--- src/rtl/ber_window_meter.sv ---
// ber_window_meter
//
// Windowed bit-error-rate meter fed by the PRBS checker's valid/error stream.
// After a start it discards SETTLE valid bits so the checker can re-lock, then
// counts errors over back-to-back windows of 2^WIN_LOG2 valid bits. Each
// completed window latches its error count, adds it to a saturating running
// total, bumps a wrapping window counter and can set a sticky alarm.
//
// Ports:
//   clk          system clock, rising edge
//   rst          asynchronous active-high reset
//   istart       pulse: start / restart measurement
//   istop        pulse: abort measurement, back to IDLE
//   icont        1 = continuous windows, 0 = single window (sampled at window end)
//   ival         bit valid from checker
//   ierr         bit error flag (qualified by ival)
//   ithr         per-window alarm threshold
//   o_err_win    error count of the last completed window
//   o_err_total  saturating error sum over completed windows since start
//   o_win_cnt    completed windows since start (wraps)
//   o_done       one-cycle pulse when o_err_win updates
//   o_alarm      sticky: some completed window exceeded ithr
//   o_busy       high while settling or measuring

module ber_window_meter #(
    parameter int WIN_LOG2 = 16,
    parameter int SETTLE   = 64,
    parameter int ERR_W    = 24,
    parameter int WCNT_W   = 16
) (
    input  logic              clk,
    input  logic              rst,
    input  logic              istart,
    input  logic              istop,
    input  logic              icont,
    input  logic              ival,
    input  logic              ierr,
    input  logic [ERR_W-1:0]  ithr,
    output logic [ERR_W-1:0]  o_err_win,
    output logic [ERR_W-1:0]  o_err_total,
    output logic [WCNT_W-1:0] o_win_cnt,
    output logic              o_done,
    output logic              o_alarm,
    output logic              o_busy
);

    typedef enum logic [1:0] {
        ST_IDLE,
        ST_SETTLE,
        ST_MEASURE
    } state_t;

    // Settle counter only needs to reach SETTLE-1; keep at least one bit so
    // the SETTLE=0 build still elaborates (the state is unreachable then).
    localparam int SET_W = (SETTLE > 1) ? $clog2(SETTLE) : 1;
    localparam logic [SET_W-1:0]    SET_LAST = SET_W'((SETTLE > 0) ? SETTLE - 1 : 0);
    localparam logic [SET_W-1:0]    SET_ONE  = SET_W'(1);
    localparam logic [WIN_LOG2:0]   WIN_LAST = {1'b0, {WIN_LOG2{1'b1}}};
    localparam logic [WIN_LOG2:0]   BIT_ONE  = (WIN_LOG2 + 1)'(1);
    localparam logic [ERR_W-1:0]    ERR_MAX  = '1;
    localparam logic [ERR_W-1:0]    ERR_ONE  = ERR_W'(1);
    localparam logic [WCNT_W-1:0]   WCNT_ONE = WCNT_W'(1);
    localparam state_t START_STATE = (SETTLE == 0) ? ST_MEASURE : ST_SETTLE;

    state_t             state_q, state_d;
    logic [SET_W-1:0]   set_cnt_q, set_cnt_d;
    logic [WIN_LOG2:0]  bit_cnt_q, bit_cnt_d;
    logic [ERR_W-1:0]   acc_q, acc_d;
    logic [ERR_W-1:0]   err_win_q, err_win_d;
    logic [ERR_W-1:0]   err_total_q, err_total_d;
    logic [WCNT_W-1:0]  win_cnt_q, win_cnt_d;
    logic               done_q, done_d;
    logic               alarm_q, alarm_d;

    logic [ERR_W-1:0]   acc_inc;
    logic [ERR_W:0]     total_sum;

    // Accumulator value including the current bit, and the running total with
    // that window added; the extra carry bit of total_sum flags saturation.
    always_comb begin
        acc_inc = acc_q;
        if (ierr && (acc_q != ERR_MAX)) begin
            acc_inc = acc_q + ERR_ONE;
        end
        total_sum = {1'b0, err_total_q} + {1'b0, acc_inc};
    end

    // Next-state logic. istop beats istart, and istart beats a window end, so
    // a restart landing on the last bit of a window produces no result.
    always_comb begin
        state_d     = state_q;
        set_cnt_d   = set_cnt_q;
        bit_cnt_d   = bit_cnt_q;
        acc_d       = acc_q;
        err_win_d   = err_win_q;
        err_total_d = err_total_q;
        win_cnt_d   = win_cnt_q;
        done_d      = 1'b0;
        alarm_d     = alarm_q;

        if (istop) begin
            state_d   = ST_IDLE;
            set_cnt_d = '0;
            bit_cnt_d = '0;
            acc_d     = '0;
        end else if (istart) begin
            state_d     = START_STATE;
            set_cnt_d   = '0;
            bit_cnt_d   = '0;
            acc_d       = '0;
            err_total_d = '0;
            win_cnt_d   = '0;
            alarm_d     = 1'b0;
        end else begin
            case (state_q)
                ST_SETTLE: begin
                    if (ival) begin
                        if (set_cnt_q == SET_LAST) begin
                            state_d   = ST_MEASURE;
                            set_cnt_d = '0;
                        end else begin
                            set_cnt_d = set_cnt_q + SET_ONE;
                        end
                    end
                end
                ST_MEASURE: begin
                    if (ival) begin
                        if (bit_cnt_q == WIN_LAST) begin
                            // Window end: the bit taken this cycle is included.
                            err_win_d   = acc_inc;
                            err_total_d = total_sum[ERR_W] ? ERR_MAX : total_sum[ERR_W-1:0];
                            win_cnt_d   = win_cnt_q + WCNT_ONE;
                            done_d      = 1'b1;
                            alarm_d     = alarm_q | (acc_inc > ithr);
                            bit_cnt_d   = '0;
                            acc_d       = '0;
                            state_d     = icont ? ST_MEASURE : ST_IDLE;
                        end else begin
                            bit_cnt_d = bit_cnt_q + BIT_ONE;
                            acc_d     = acc_inc;
                        end
                    end
                end
                default: begin
                    state_d = ST_IDLE;
                end
            endcase
        end
    end

    // State and result registers; reset clears everything immediately.
    always_ff @(posedge clk or posedge rst) begin
        if (rst) begin
            state_q     <= ST_IDLE;
            set_cnt_q   <= '0;
            bit_cnt_q   <= '0;
            acc_q       <= '0;
            err_win_q   <= '0;
            err_total_q <= '0;
            win_cnt_q   <= '0;
            done_q      <= 1'b0;
            alarm_q     <= 1'b0;
        end else begin
            state_q     <= state_d;
            set_cnt_q   <= set_cnt_d;
            bit_cnt_q   <= bit_cnt_d;
            acc_q       <= acc_d;
            err_win_q   <= err_win_d;
            err_total_q <= err_total_d;
            win_cnt_q   <= win_cnt_d;
            done_q      <= done_d;
            alarm_q     <= alarm_d;
        end
    end

    assign o_err_win   = err_win_q;
    assign o_err_total = err_total_q;
    assign o_win_cnt   = win_cnt_q;
    assign o_done      = done_q;
    assign o_alarm     = alarm_q;
    assign o_busy      = (state_q != ST_IDLE);

endmodule

--- config.mk ---
export PLATFORM = sky130hd
export DESIGN_NAME = ber_window_meter
export DESIGN_NICKNAME = d
export VERILOG_FILES = /design/src/rtl/ber_window_meter.sv
export SDC_FILE = /design/constraint.sdc
export NUM_CORES = 1
export LEC_CHECK = 0
export ABC_AREA = 1
export CAP_MARGIN = 0
export CORE_ASPECT_RATIO = 0.9
export CORE_MARGIN = 3
export CORE_UTILIZATION = 30
export DETAILED_ROUTE_END_ITERATION = 16
export GPL_ROUTABILITY_DRIVEN = 0
export HOLD_SLACK_MARGIN = 0.06
export PLACE_DENSITY = 0.5
export SLEW_MARGIN = 20
export SYNTH_ARGS = -nofsm -noshare
export SYNTH_HDL_FRONTEND = slang
export SYNTH_SLANG_ARGS = --single-unit
--- constraint.sdc ---
create_clock -name clk -period 3.4 [get_ports clk]
set_clock_uncertainty 0.15 [all_clocks]
set_input_delay 0.51 -clock clk [delete_from_list [all_inputs] [get_ports clk]]
set_output_delay 0.51 -clock clk [all_outputs]
set_load 0.03 [all_outputs]
======== After elaboration in Yosys (flattened, before gate mapping) ========
Cells that the tools add are included.
storage, ports and cells
  register bits ........................... 115
  input port bits ......................... 31
  output and inout port bits .............. 67
  word-level logic and storage cells ...... 82
operators by class
  add/sub/neg operators ................... 5
  order comparisons ....................... 1
  equality and inequality tests ........... 9
  multiplexer cells ....................... 42
  bitwise operators ....................... 3
  reduce and logical (&&, ||, !) cells .... 13
operator list
  kind                                                                count
  24-bit two-way mux                                                  11
  17-bit two-way mux                                                  5
  16-bit two-way mux                                                  4
  6-bit two-way mux                                                   5
  24-bit by 24-bit adder with 25-bit output                           1
  24-bit by 1-bit adder with 24-bit output (second input constant)    1
  24-bit greater-than comparator                                      1
  24-bit inequality test (second input constant)                      1
  17-bit by 1-bit adder with 17-bit output (second input constant)    1
  17-bit by 16-bit == test with 1-bit output (second input constant)  1
  16-bit by 1-bit adder with 16-bit output (second input constant)    1
  4-bit inequality test (second input constant)                       4
  2-bit two-way mux                                                   7
  1-bit two-way mux                                                   9
  3-bit nonzero test                                                  3
  4-bit AND reduction                                                 2
  2-bit nonzero test                                                  4
  6-bit by 1-bit adder with 6-bit output (second input constant)      1
  6-bit == test (second input constant)                               1
  5-bit AND reduction                                                 1
  2-bit case mux with 2 select lines                                  1
  2-bit AND reduction                                                 2
  2-bit by 1-bit == test with 1-bit output (second input constant)    1
  2-bit == test (second input constant)                               1
  other kinds (3)                                                     4

======== Longest topological paths before layout ========
  depth after elaboration ................. 9
  depth in mapped cells ................... 26
  gate-level depth less buffers ........... 24

======== Least setup slack after synthesis ========
No wires, ideal clock.
  path kind ............................... flip-flop to flip-flop
  start ................................... register acc_q[0]
  end ..................................... register err_total_q[23] (netlist: o_err_total[23])
  setup time .............................. 65 ps
  data arrival time ....................... 3182 ps
  required time ........................... 3185 ps
  setup slack ............................. 3 ps
  cell stages (with the launch flop) ...... 25
  buffers on the path ..................... 2
  period minus slack after synthesis ...... 3397 ps
  path through ............................ dfrtp_1 > ha_1 > inv_1 > nor2_4 > nand2_4 > nor2_4 > nand2_4 > nand2_4 > buf_12 > xnor2_1 > ha_1 > inv_1 > fa_1 > inv_1 > nand3_1 > nand3_1 > nand2_1 > nand2_1 > nand2_1 > nand3_1 > inv_1 > buf_2 > nand3_1 > nand2_1 > nand2_1
between the ends
  cells in the longest elaborated chain, start to end .. 9
ends and longest elaborated chain
  element                                                                                           line  RTL
  from (decl)                                                                                       68    logic [ERR_W-1:0] acc_q, acc_d;
  from (signal assigned)                                                                            157   acc_q <= '0;
  from (signal assigned)                                                                            167   acc_q <= acc_d;
  parallel branches: the longest is 2 deep, another holds 24-bit by 1-bit adder with 24-bit output  --
  24-bit two-way mux (*)                                                                            82    if (ierr && (acc_q != ERR_MAX)) begin
  via acc_inc[0]                                                                                    75    logic [ERR_W-1:0] acc_inc;
  24-bit by 24-bit adder with 25-bit output (*)                                                     85    total_sum = {1'b0, err_total_q} + {1'b0, acc_inc};
  24-bit two-way mux (*)                                                                            131   err_total_d = total_sum[ERR_W] ? ERR_MAX : total_sum[ERR_W-1:0];
  24-bit two-way mux (*)                                                                            128   if (bit_cnt_q == WIN_LAST) begin
  24-bit two-way mux (*)                                                                            127   if (ival) begin
  24-bit two-way mux (*)                                                                            115   case (state_q)
  24-bit two-way mux (*)                                                                            106   end else if (istart) begin
  to (signal assigned)                                                                              169   err_total_q <= err_total_d;
  to (decl)                                                                                         70    logic [ERR_W-1:0] err_total_q, err_total_d;
Mark *: on every way through the listed nets, which the timed path passes. The select of a mux whose other input is x is not followed.
A chain may end at the register's enable or synchronous reset.

======== Final worst setup path ========
  start ................................... register acc_q[2]
  end ..................................... register err_total_q[23] (netlist: o_err_total[23])
Same word-level chain as after synthesis.

==> metrics.txt <==
status=complete, no violations; Worst-Margin Slew=between 800 and 900 ps; ys async rst share=1.000; Area Overhead vs Synth=42.80%; cell area after synthesis=8675 sq um; Slew Limit Fails=0; Seq pwr share=0.361; r2r endpoint=o_err_total[23]; Hold Startpoint=o_err_win[10]; clk_lat worst skew=approximately 440 ps; Final Critical Period=about 3200 ps; final instance area=12,390 sq um; crit-path max FO=6; fmax=~0.31 GHz; drt initial violations=454; vias per inst=roughly 4.6; sequential cell area=about 2900 sq um; pwr/cell area=approximately 300 nW/um^2; Min-Delay Endpoint=o_err_win[10]; Worst Hold Class=register to register; root buf cell=clkbuf_16; CTS Sinks=115; number of routed nets with antenna violations=0; Hold WS=around 330 ps; switching pwr=0.9879 mW; Cells after DPL=about 1,900; DP HPWL=approximately 22 mm; Reg clk slew, reported paths=about 60 ps; RSZ-0062 raised after global routing=yes; Global Route Usage Sum=0.1891; Final TNS setup=0 ps; P_leak=between 6 and 7 nW; # DRC=0; pre-CTS WS=-130.8 ps; num rows=between 50 and 60; max cap viols=0; drt first pass iters=5; Ys Warns=0; worst r2r src=acc_q[2]; CP Launch Type=register; CP Class=register to register; layout cells sized above 1=0.2134; switching portion of total power=0.2595; Post-Syn Nets=around 1,400; Slew headroom=0.4628; Die Ht=between 150 and 200 microns; total wire length=between 20 and 30 mm; DP Area=11,150 sq um; Finished Layout Cells=just under 2,000; initial antenna violation count=0; commonest cells in the netlist=nand2_1 (455), inv_1 (202), dfrtp_1 (115); synthesized flop and latch total=~120; remaining global-route overflow=0; average cell area after synthesis=around 6.7 sq um; global-route wire length before repair=roughly 46 mm; die area=just over 30,000 sq um; Reg2Reg Depth=21; main flop type after synthesis=dfrtp_1; EDFF count, synth=0; Internal=roughly 2.8 mW; number of cells on the worst hold path=2; Max Root-Sink Buffers=2; CP Capture Type=register; Util after Layout=0.4388; vias in the first global route=~8,600; Initial Util=0.3073; cts-stage hold buffer count=0; Synth top area share=0.3317; CORE AREA=between 20,000 and 30,000 sq um; final worst slack=just over 200 ps; post-synth cell types=41; combinational share of power=0.112; period utilisation layout=0.9391; leading post-synthesis cells by cell area=dfrtp_1 (33%), nand2_1 (20%), inv_1 (8.7%); final hold vios=0; Mapped Cells=between 1,000 and 1,500; IO Port Bufs=between 90 and 100; via count=roughly 9,000; largest net degree at the start of global routing=36; diode count=0; Final #Nets=~1,600; setup violators final=0; Arr. time, crit path=approximately 3400 ps; multi-input logic area=5338 sq um; total power draw=~3.8 mW; Die Width=around 190 microns; worst path required time=~3600 ps; Worst VDD drop=roughly 310 uV; top-count cell post-synth=nand2_1; clock power share=0.527; # IOs=98; r2r setup slk=around 210 ps; H-tree levels=4; Fillers=between 2,000 and 3,000; CTS tree=done; Seq/Total Area, Yosys=0.3317; TritonCTS buffer count=17; WL/cell=about 15 microns; post-synth top area cell=dfrtp_1
==> what timing repair did <==
action	CTS	global route
resized for setup	5	119
setup endpoints to repair	15	25
setup buffers	0	7
cloned	1	1
pin swaps	1	27
==> critical path, stage by stage, from the launching register on <==
cell and delay [ps]:
dfrtp_1 480, nand2_2 130, nor2_4 160, nand2_4 80, nor2_4 110, nand2_4 90, nand2_8 120, buf_16 160
nand2_4 50, and2_2 230, ha_4 280, buf_4 110, nand2_1 100, nor2_1 150, buf_4 150, nand2_1 70
nor2_1 100, nand2_1 80, nand4_1 100, nand3_1 80, nand2_1 60, nand2_1 50
==> per-layer routing <==
layer / share of wire / global-route usage / up-vias
li1: - / - / 4590
met1: 0.51 / 0.2742 / 4020
met4: 0.0096 / 0.03751 / 0
met2: 0.43 / 0.2896 / 181
met5: 0 / 0 / -
met3: 0.049 / 0.04279 / 17
==> sequential cells by signal, indices dropped and copies added, names as in the netlist <==
register	cells
acc_q	24
set_cnt_q	6
o_alarm	1
state_q	2
o_err_total	24
o_done	1
o_err_win	24
bit_cnt_q	17
o_win_cnt	16
==> logic make-up after synthesis <==
logic type               after synthesis  share of synthesized area
adder cells (fa/ha/maj)               56                    0.08164
multiplexers                           1                   0.001154
XOR/XNOR                              37                    0.03736
AO/OA/AOI/OAI                        116                    0.07226
AND/OR/NAND/NOR                      744                     0.3682
buffers and inverters                231                     0.1076
flip-flops                           115                     0.3317
==> layout make-up <==
| class | count | share of cell area |
|---|---|---|
| clock inverter | 14 | 0.01616 |
| sequential | 115 | 0.2323 |
| multi-input combinational | 954 | 0.4309 |
| tap | 360 | 0.03636 |
| clock buffer | 18 | 0.03545 |
| inverter | 207 | 0.06343 |
| timing repair buffer | 257 | 0.1854 |
==> power by group through the flow <==
stage	combinational [mW]	clock [mW]	sequential (mW)
2_1_floorplan	0.198	0	1.40
3_3_place_gp	0.389	0	1.40
3_5_place_dp	0.392	0	1.40
4_1_cts	0.401	2.04	1.37
5_1_grt	0.478	2.11	1.37
6_report	0.428	2.00	1.37
==> layout by cell type (no fill, tap or decap), types with 10 or more instances in the layout <==
cell / netlist / routed
inv_2: 5 / 14
nand2_2: 4 / 28
nor3_1: 23 / 18
nor2_2: 1 / 24
nand3_1: 97 / 93
nand2_1: 455 / 431
o21ai_1: 16 / 19
clkdlybuf4s50_1: 0 / 97
a21oi_1: 35 / 29
nand4_1: 18 / 18
dfrtp_1: 115 / 115
buf_4: 2 / 149
nor2_1: 103 / 77
o21ai_0: 41 / 37
ha_4: 0 / 16
nand2_4: 11 / 10
ha_1: 55 / 38
o22ai_1: 11 / 11
xor2_1: 31 / 31
clkbuf_16: 0 / 18
inv_1: 202 / 190
==> worst max-delay path by stage <==
stage,start,end,cells after the start
2_1_floorplan,acc_q[0],o_err_total[23],24
3_3_place_gp,ierr,o_err_total[9],14
3_5_place_dp,ierr,o_err_total[9],14
4_1_cts,acc_q[0],o_err_total[19],24
5_1_grt,acc_q[10],o_err_total[21],24
6_report,acc_q[2],o_err_total[23],21
Power figures use the tool's default switching activity.
